### src/rtl/regfile_wb_queue_if.sv
// Write-back queue channel bundle: push side, register file write port and forwarding lookup.
// The queue takes the slave view, the write-back/decode/register-file side takes the master view.
interface regfile_wb_queue_if #(
  parameter int N = 6,
  parameter int M = 32
);
  logic         in_valid;
  logic         in_ready;
  logic [N-1:0] in_addr;
  logic [M-1:0] in_data;
  logic         drain_en;
  logic [N-1:0] A3;
  logic [M-1:0] WD3;
  logic         WE3;
  logic [N-1:0] fwd_addr;
  logic         fwd_hit;
  logic [M-1:0] fwd_data;

  modport master (
    output in_valid, in_addr, in_data, drain_en, fwd_addr,
    input  in_ready, A3, WD3, WE3, fwd_hit, fwd_data
  );

  modport slave (
    input  in_valid, in_addr, in_data, drain_en, fwd_addr,
    output in_ready, A3, WD3, WE3, fwd_hit, fwd_data
  );
endinterface

### src/rtl/regfile_wb_queue.sv
// In-order write-back queue with youngest-match forwarding; push-to-commit 1 cycle, in_ready = !full.
// Optional WBQ_COALESCE_EN merges a push into the youngest matching pending entry.
module regfile_wb_queue #(
  parameter int N     = 6,
  parameter int M     = 32,
  parameter int DEPTH = 4
) (
  input  logic                   clk,
  input  logic                   rst_n,
  input  logic                   flush,
  regfile_wb_queue_if.slave      bus,
  output logic [$clog2(DEPTH):0] count,
  output logic                   full,
  output logic                   empty
);
  localparam int AW = $clog2(DEPTH);

  logic [N-1:0]    addr_q [DEPTH];
  logic [M-1:0]    data_q [DEPTH];
  logic [DEPTH-1:0] vld_q;
  logic [AW-1:0]   head, tail;
  logic [AW:0]     count_q;

  logic            push, pop, push_alloc, push_coal;
  logic [AW-1:0]   coal_idx;
  logic [AW-1:0]   fidx;
  logic            fwd_hit_c;
  logic [M-1:0]    fwd_data_c;

  assign empty        = (count_q == '0);
  assign full         = (count_q == (AW+1)'(DEPTH));
  assign count        = count_q;
  assign bus.in_ready = !full;
  assign bus.WE3      = !empty && bus.drain_en && !flush;
  assign bus.A3       = addr_q[head];
  assign bus.WD3      = data_q[head];

  assign pop  = bus.WE3;
  assign push = bus.in_valid && !full && !flush;

  // Walk oldest to youngest so the last match seen is the youngest.
  always_comb begin
    fwd_hit_c  = 1'b0;
    fwd_data_c = '0;
    fidx       = head;
    for (int i = 0; i < DEPTH; i++) begin
      fidx = head + AW'(i);
      if (vld_q[fidx] && addr_q[fidx] == bus.fwd_addr) begin
        fwd_hit_c  = 1'b1;
        fwd_data_c = data_q[fidx];
      end
    end
  end

  assign bus.fwd_hit  = fwd_hit_c;
  assign bus.fwd_data = fwd_data_c;

`ifdef WBQ_COALESCE_EN
  logic          coal_hit;
  logic [AW-1:0] cidx;

  always_comb begin
    coal_hit = 1'b0;
    coal_idx = '0;
    cidx     = head;
    for (int i = 0; i < DEPTH; i++) begin
      cidx = head + AW'(i);
      if (vld_q[cidx] && addr_q[cidx] == bus.in_addr) begin
        coal_hit = 1'b1;
        coal_idx = cidx;
      end
    end
  end

  // A match that is leaving this cycle cannot absorb the write; allocate instead.
  assign push_coal = push && coal_hit && !(pop && coal_idx == head);
`else
  assign coal_idx  = '0;
  assign push_coal = 1'b0;
`endif

  assign push_alloc = push && !push_coal;

  always_ff @(posedge clk or negedge rst_n) begin
    if (!rst_n) begin
      for (int i = 0; i < DEPTH; i++) begin
        addr_q[i] <= '0;
        data_q[i] <= '0;
      end
      vld_q   <= '0;
      head    <= '0;
      tail    <= '0;
      count_q <= '0;
    end else if (flush) begin
      vld_q   <= '0;
      head    <= '0;
      tail    <= '0;
      count_q <= '0;
    end else begin
      if (pop) begin
        vld_q[head] <= 1'b0;
        head        <= head + 1'b1;
      end
      if (push_alloc) begin
        addr_q[tail] <= bus.in_addr;
        data_q[tail] <= bus.in_data;
        vld_q[tail]  <= 1'b1;
        tail         <= tail + 1'b1;
      end
      if (push_coal) begin
        data_q[coal_idx] <= bus.in_data;
      end
      case ({push_alloc, pop})
        2'b10:   count_q <= count_q + 1'b1;
        2'b01:   count_q <= count_q - 1'b1;
        default: count_q <= count_q;
      endcase
    end
  end
endmodule

### src/flat_wrapper.sv
// flat-port wrapper written by rule: the top's interface ports become plain ports
module regfile_wb_queue_flat 
#(
  parameter int N     = 6,
  parameter int M     = 32,
  parameter int DEPTH = 4
)
  (clk, rst_n, flush, count, full, empty, bus_in_valid, bus_in_addr, bus_in_data, bus_drain_en, bus_fwd_addr, bus_in_ready, bus_A3, bus_WD3, bus_WE3, bus_fwd_hit, bus_fwd_data);
  regfile_wb_queue_if #(.N(N), .M(M)) bus_i ();
  input  logic clk;
  input  logic rst_n;
  input  logic flush;
  output logic [$clog2(DEPTH):0] count;
  output logic full;
  output logic empty;
  input wire logic [$bits(bus_i.in_valid)-1:0] bus_in_valid;
  input wire logic [$bits(bus_i.in_addr)-1:0] bus_in_addr;
  input wire logic [$bits(bus_i.in_data)-1:0] bus_in_data;
  input wire logic [$bits(bus_i.drain_en)-1:0] bus_drain_en;
  input wire logic [$bits(bus_i.fwd_addr)-1:0] bus_fwd_addr;
  output wire logic [$bits(bus_i.in_ready)-1:0] bus_in_ready;
  output wire logic [$bits(bus_i.A3)-1:0] bus_A3;
  output wire logic [$bits(bus_i.WD3)-1:0] bus_WD3;
  output wire logic [$bits(bus_i.WE3)-1:0] bus_WE3;
  output wire logic [$bits(bus_i.fwd_hit)-1:0] bus_fwd_hit;
  output wire logic [$bits(bus_i.fwd_data)-1:0] bus_fwd_data;
  assign bus_i.in_valid = bus_in_valid;
  assign bus_i.in_addr = bus_in_addr;
  assign bus_i.in_data = bus_in_data;
  assign bus_i.drain_en = bus_drain_en;
  assign bus_i.fwd_addr = bus_fwd_addr;
  assign bus_in_ready = bus_i.in_ready;
  assign bus_A3 = bus_i.A3;
  assign bus_WD3 = bus_i.WD3;
  assign bus_WE3 = bus_i.WE3;
  assign bus_fwd_hit = bus_i.fwd_hit;
  assign bus_fwd_data = bus_i.fwd_data;
  regfile_wb_queue #(.N(N), .M(M), .DEPTH(DEPTH)) u_core (.clk(clk), .rst_n(rst_n), .flush(flush), .bus(bus_i), .count(count), .full(full), .empty(empty));
endmodule
### config.mk
export PLATFORM = sky130hd
export DESIGN_NAME = regfile_wb_queue_flat
export DESIGN_NICKNAME = d
export VERILOG_FILES = /design/src/rtl/regfile_wb_queue_if.sv /design/src/rtl/regfile_wb_queue.sv /design/src/flat_wrapper.sv
export SDC_FILE = /design/constraint.sdc
export NUM_CORES = 1
export LEC_CHECK = 0
export ABC_CLOCK_PERIOD_IN_PS = 8310
export CAP_MARGIN = 30
export CORE_MARGIN = 2
export CORE_UTILIZATION = 55
export DETAILED_ROUTE_END_ITERATION = 12
export PLACE_DENSITY = 0.88
export SYNTH_ARGS = -nofsm -noshare
export SYNTH_HDL_FRONTEND = slang
export SYNTH_SLANG_ARGS = --single-unit
### constraint.sdc
create_clock -name clk -period 8.31 [get_ports clk]
set_input_delay 2.493 -clock clk [delete_from_list [all_inputs] [get_ports clk]]
set_output_delay 2.493 -clock clk [all_outputs]
set_load 0.1 [all_outputs]
* Word level (Yosys, flattened, before mapping)
Cells that the tools add are included.
Word-level totals: register bits 163, bits of input ports 49, output and inout bits 78
Operators by class: add/sub/neg operators 6, order comparisons 13, equality and inequality tests 7, muxes and demuxes 60, bitwise logic cells 9, reduce and logical (&&, ||, !) cells 19
Operators with widths (count):
- 2-to-1 mux 32 bit | 13
- binary-select mux 32 bit (select 2 bit) | 4
- bitwise mux 128 bit | 1
- demux 32 bit (select 2 bit) | 1
- 2-to-1 mux 6 bit | 9
- binary-select mux 6 bit (select 2 bit) | 4
- bitwise mux 24 bit | 1
- == test 6 bit | 4
- 2-to-1 mux 4 bit | 4
- >= comparator 3 bit, second input constant | 5
- less-than comparator 2 x 3 -> 1 bit, second input constant | 5
- NOT 2 -> 3 bit | 5
- demux 6 bit (select 2 bit) | 1
- logical AND 1 bit | 11
- 2-to-1 mux 1 bit | 10
- binary-select mux 1 bit (select 2 bit) | 4
- 2-to-1 mux 2 bit | 4
- one-hot mux 3 bit (2 select lines) | 1
- adder 2 x 1 -> 2 bit, second input constant | 2
- adder 2 bit, second input constant | 2
- bitwise AND 4 bit | 1
- demux 1 bit (select 2 bit) | 2
- >= comparator 2 x 1 -> 1 bit, second input constant | 2
- NOT 4 bit | 1
- other kinds (14) | 17

* Logic depth before layout (Yosys ltp)
word-level depth 11, depth in mapped cells 16, gate-level depth less buffers 8

* Worst setup path before layout
No wires, ideal clock.
kind input port to output port, from input bus_fwd_addr[3], to output bus_fwd_data[29], arrival 5.583 ns, required time 5.817 ns, path slack 0.234 ns, cell stages on the path 8, path through clkbuf_1 -> nor2b_1 -> a22oi_1 -> o211ai_1 -> nor4_4 -> buf_6 -> nand3_1 -> a31oi_1
On the way: longest elaborated chain between the ends 6, elaborated cells between the ends (all ways) 12
RTL lines:
- start: declaration | line flat_wrapper.sv:20 | input wire logic [$bits(bus_i.fwd_addr)-1:0] bus_fwd_addr;
- == test 6 bit | line regfile_wb_queue.sv:48 | if (vld_q[fidx] && addr_q[fidx] == bus.fwd_addr) begin
- logical AND 1 bit | line regfile_wb_queue.sv:48
- 2-to-1 mux 32 bit (3 in a row) | line regfile_wb_queue.sv:48
- 2-to-1 mux 32 bit * | line regfile_wb_queue.sv:48
- end: declaration | line flat_wrapper.sv:26 | output wire logic [$bits(bus_i.fwd_data)-1:0] bus_fwd_data;
Every way passes the cells marked *; elsewhere a longest branch is shown, timed or not.

* Worst setup path after layout
from input bus_fwd_addr[0], to output bus_fwd_data[30]
Same word-level chain as after synthesis.

==> qor.csv <==
stage,metric,value,unit
run_status,status,"finished, final reports clean",
drt,Post-Route WL,30300,um
finish,cell area after layout,14200,um^2
clock_network,# H-tree levels,4,
logic_synthesis,Yosys reg bits,163,
logic_synthesis,Yosys top cell by area,dfrtp_1,
finish,# fillers,1431,
worst_setup_path,Bufs and invs on worst path,3,
job,Max-Cap Viols,0,
logic_synthesis,commonest register cell after synthesis,dfrtp_1,
placement,Placed Instances,1213,
floorplan,Starting Density,0.563,
finish,fin nets,1016,
floorplan,row cnt,53,
global_route,antenna violations before repair,1,
finish,layout cells sized above 1,0.421,
clock_network,Max clock buf depth,2,
logic_synthesis,Mean Syn Cell Area,13.6,um^2
logic_synthesis,top-count cell post-synth,dfrtp_1,
clock_network,PostCTS Resize Cnt,0,
timing,worst slew pin tran,1.01,ns
worst_setup_path,CP required,5.82,ns
drt,drt wl/cell,24.3,um
logic_synthesis,Syn Inst Count,873,
logic_synthesis,Synth top area share,0.342,
drt,# DRC,0,
timing,number of max-slew violations in the final report,0,
worst_setup_path,Critical Path Sink Type,output port,
worst_setup_path,"Data arrival, critical path",5.36,ns
timing,clk_skew,0.00937,ns
clock_network,clk_lat worst skew,0.44,ns
global_route,GRT Util Overall,0.279,
floorplan,I/O pin total,127,
worst_setup_path,crit-path max FO,21,
placement,DP Wirelength,18600,um
logic_synthesis,count of cell types in the netlist,45,
timing,final hold vios,0,
timing,RSZ-0062 raised after global routing,no,
logic_synthesis,most instantiated cells after synthesis,"163 x dfrtp_1, 156 x mux2_2, 107 x mux4_2",
timing,TNS Setup,0,ns
timing,Fmax,127,MHz
timing,fin crit share,0.945,
worst_setup_path,Worst Setup Start Kind,primary input,
floorplan,Core Area,21200,um^2
drt,vias per inst,6.90,
placement,IO Port Bufs,126,
clock_network,clk root buf,clkbuf_16,
logic_synthesis,Post-synth EDFFs,0,
logic_synthesis,Synth Warn #,0,
floorplan,Die Span X,151,um
global_route,vias in the first global route,8811,
clock_network,CTS Hold Bufs,0,
drt,Antenna Nets Post-Route,0,
global_route,largest net degree at the start of global routing,84,
drt,1st-iter DRT viols,746,
worst_setup_path,CP max stage delay,0.61,ns
timing,worst rel slew slack,0.326,
worst_hold_path,worst hold path class,flop to flop,
global_route,gr ovfl total,0,
logic_synthesis,Post-Syn Area,11900,um^2
drt,DRT Pass-1 Iters,5,
logic_synthesis,Async SR Flop Fraction,1.00,
clock_network,CTS Buf Count,17,
timing,# setup viols final,0,
worst_setup_path,"critical path, cell by cell","clkdlybuf4s50_1, xor2_1, nor4_2, and3_2, buf_4, nand2_1, a31oi_1, buf_12",
logic_synthesis,Syn Nets,931,
placement,Placement Cell Area,13600,um^2
placement,Final GP Congestion,0.786,
clock_network,"Setup Fix Bufs, Post-CTS",0,
finish,Finished Core Util,0.673,
floorplan,Die Span Y,151,um
finish,Final Non-Filler Cells,1247,
global_route,first-pass GRT wire length,48500,um
finish,Area growth syn-to-layout,19.6,%
logic_synthesis,post-synthesis sequential area ratio,0.342,
worst_setup_path,CP max stage cell,clkdlybuf4s50_1,
timing,post-route minimum period,7.85,ns
drt,routed via count,8606,
clock_network,clk sinks,163,
worst_setup_path,family with the most delay on the worst path,buffers and inverters,
floorplan,DIE AREA,22900,um^2
clock_network,"Reg clk slew, reported paths",0.07,ns
clock_network,CTS tree,yes,
logic_synthesis,synth top area cells,"dfrtp_1 34%, mux4_2 20%, mux2_2 15%",
worst_setup_path,worst setup path class,primary input to output port,
==> state kept, by name, summed over array words and instances, names as in the netlist <==
signal and count:
u_core.addr_q 24, u_core.count 3, u_core.data_q 128, u_core.head 2, u_core.tail 2, u_core.vld_q 4
==> tightest hold or removal path, delay by kind of cell, from the launching register on <==
| kind | cells | cell delay (ns) |
|---|---|---|
| DFF | 1 | 0.41 |
| and+or+nand+nor | 1 | 0.07 |
| AOI/OAI and AO/OA | 1 | 0.06 |
==> path summary, 6_finish.rpt <==
kind	slack, ns	cells past startpoint	startpoint	end
worst max-delay path	0.46	8	bus_fwd_addr[0]	bus_fwd_data[30]
worst min-delay path	0.57	2	u_core.tail[1]	u_core.tail[1]
worst max register to register	5.57	8	u_core.head[0]	u_core.vld_q[3]
worst min register to register	0.57	2	u_core.tail[1]	u_core.tail[1]
max in group asynchronous	4.82	3	rst_n	u_core.data_q[61]
min in group asynchronous	2.08	1	rst_n	u_core.data_q[59]
==> logic make-up after synthesis <==
kind of cell	count (synthesis)	synth area share
xor+xnor	31	0.0234
flops	163	0.342
mux	354	0.477
compound gates	44	0.0247
buf+inv	120	0.0553
fa+ha+maj	9	0.0101
simple gates	152	0.0671
==> per-layer routing <==
layer,vias up,routed length (um),GRT usage
met4,0,761,0.114
met1,4524,11600,0.371
li1,3601,-,-
met2,422,15700,0.459
met3,59,2300,0.0506
met5,-,0,0
==> stage by stage <==
stage	setup WS, ns	hold WS [ns]
global route	0.385	0.592
CTS	0.468	0.574
detailed placement	0.523	0.556
finish	0.456	0.575
floorplan	0.234	0.523
global placement	0.551	0.542
==> cell usage in the layout (no fill, tap or decap), types with 33 or more instances in the layout <==
cell             synthesis  layout
dfrtp_1                163     161
mux4_4                  36      36
mux2_2                 156     156
buf_12                   1      35
mux4_2                 107     107
mux2i_1                 51      51
inv_1                   37      37
clkdlybuf4s50_1          0      92
nand3_1                 34      33
nand2_1                 56      52
==> final cells by class <==
type	count	area (um^2)	area share
clock buffer	18	439	0.0308
multi-input combinational	590	7230	0.508
clock inverter	14	150	0.0105
inverter	37	139	0.00975
sequential	163	4090	0.287
tap	275	344	0.0242
antenna	1	2.50	0.000176
timing repair buffer	149	1850	0.130
Power is left out: the tool's default activity adds up to more than one toggle a clock period on the data nets, which glitch-free logic cannot reach.
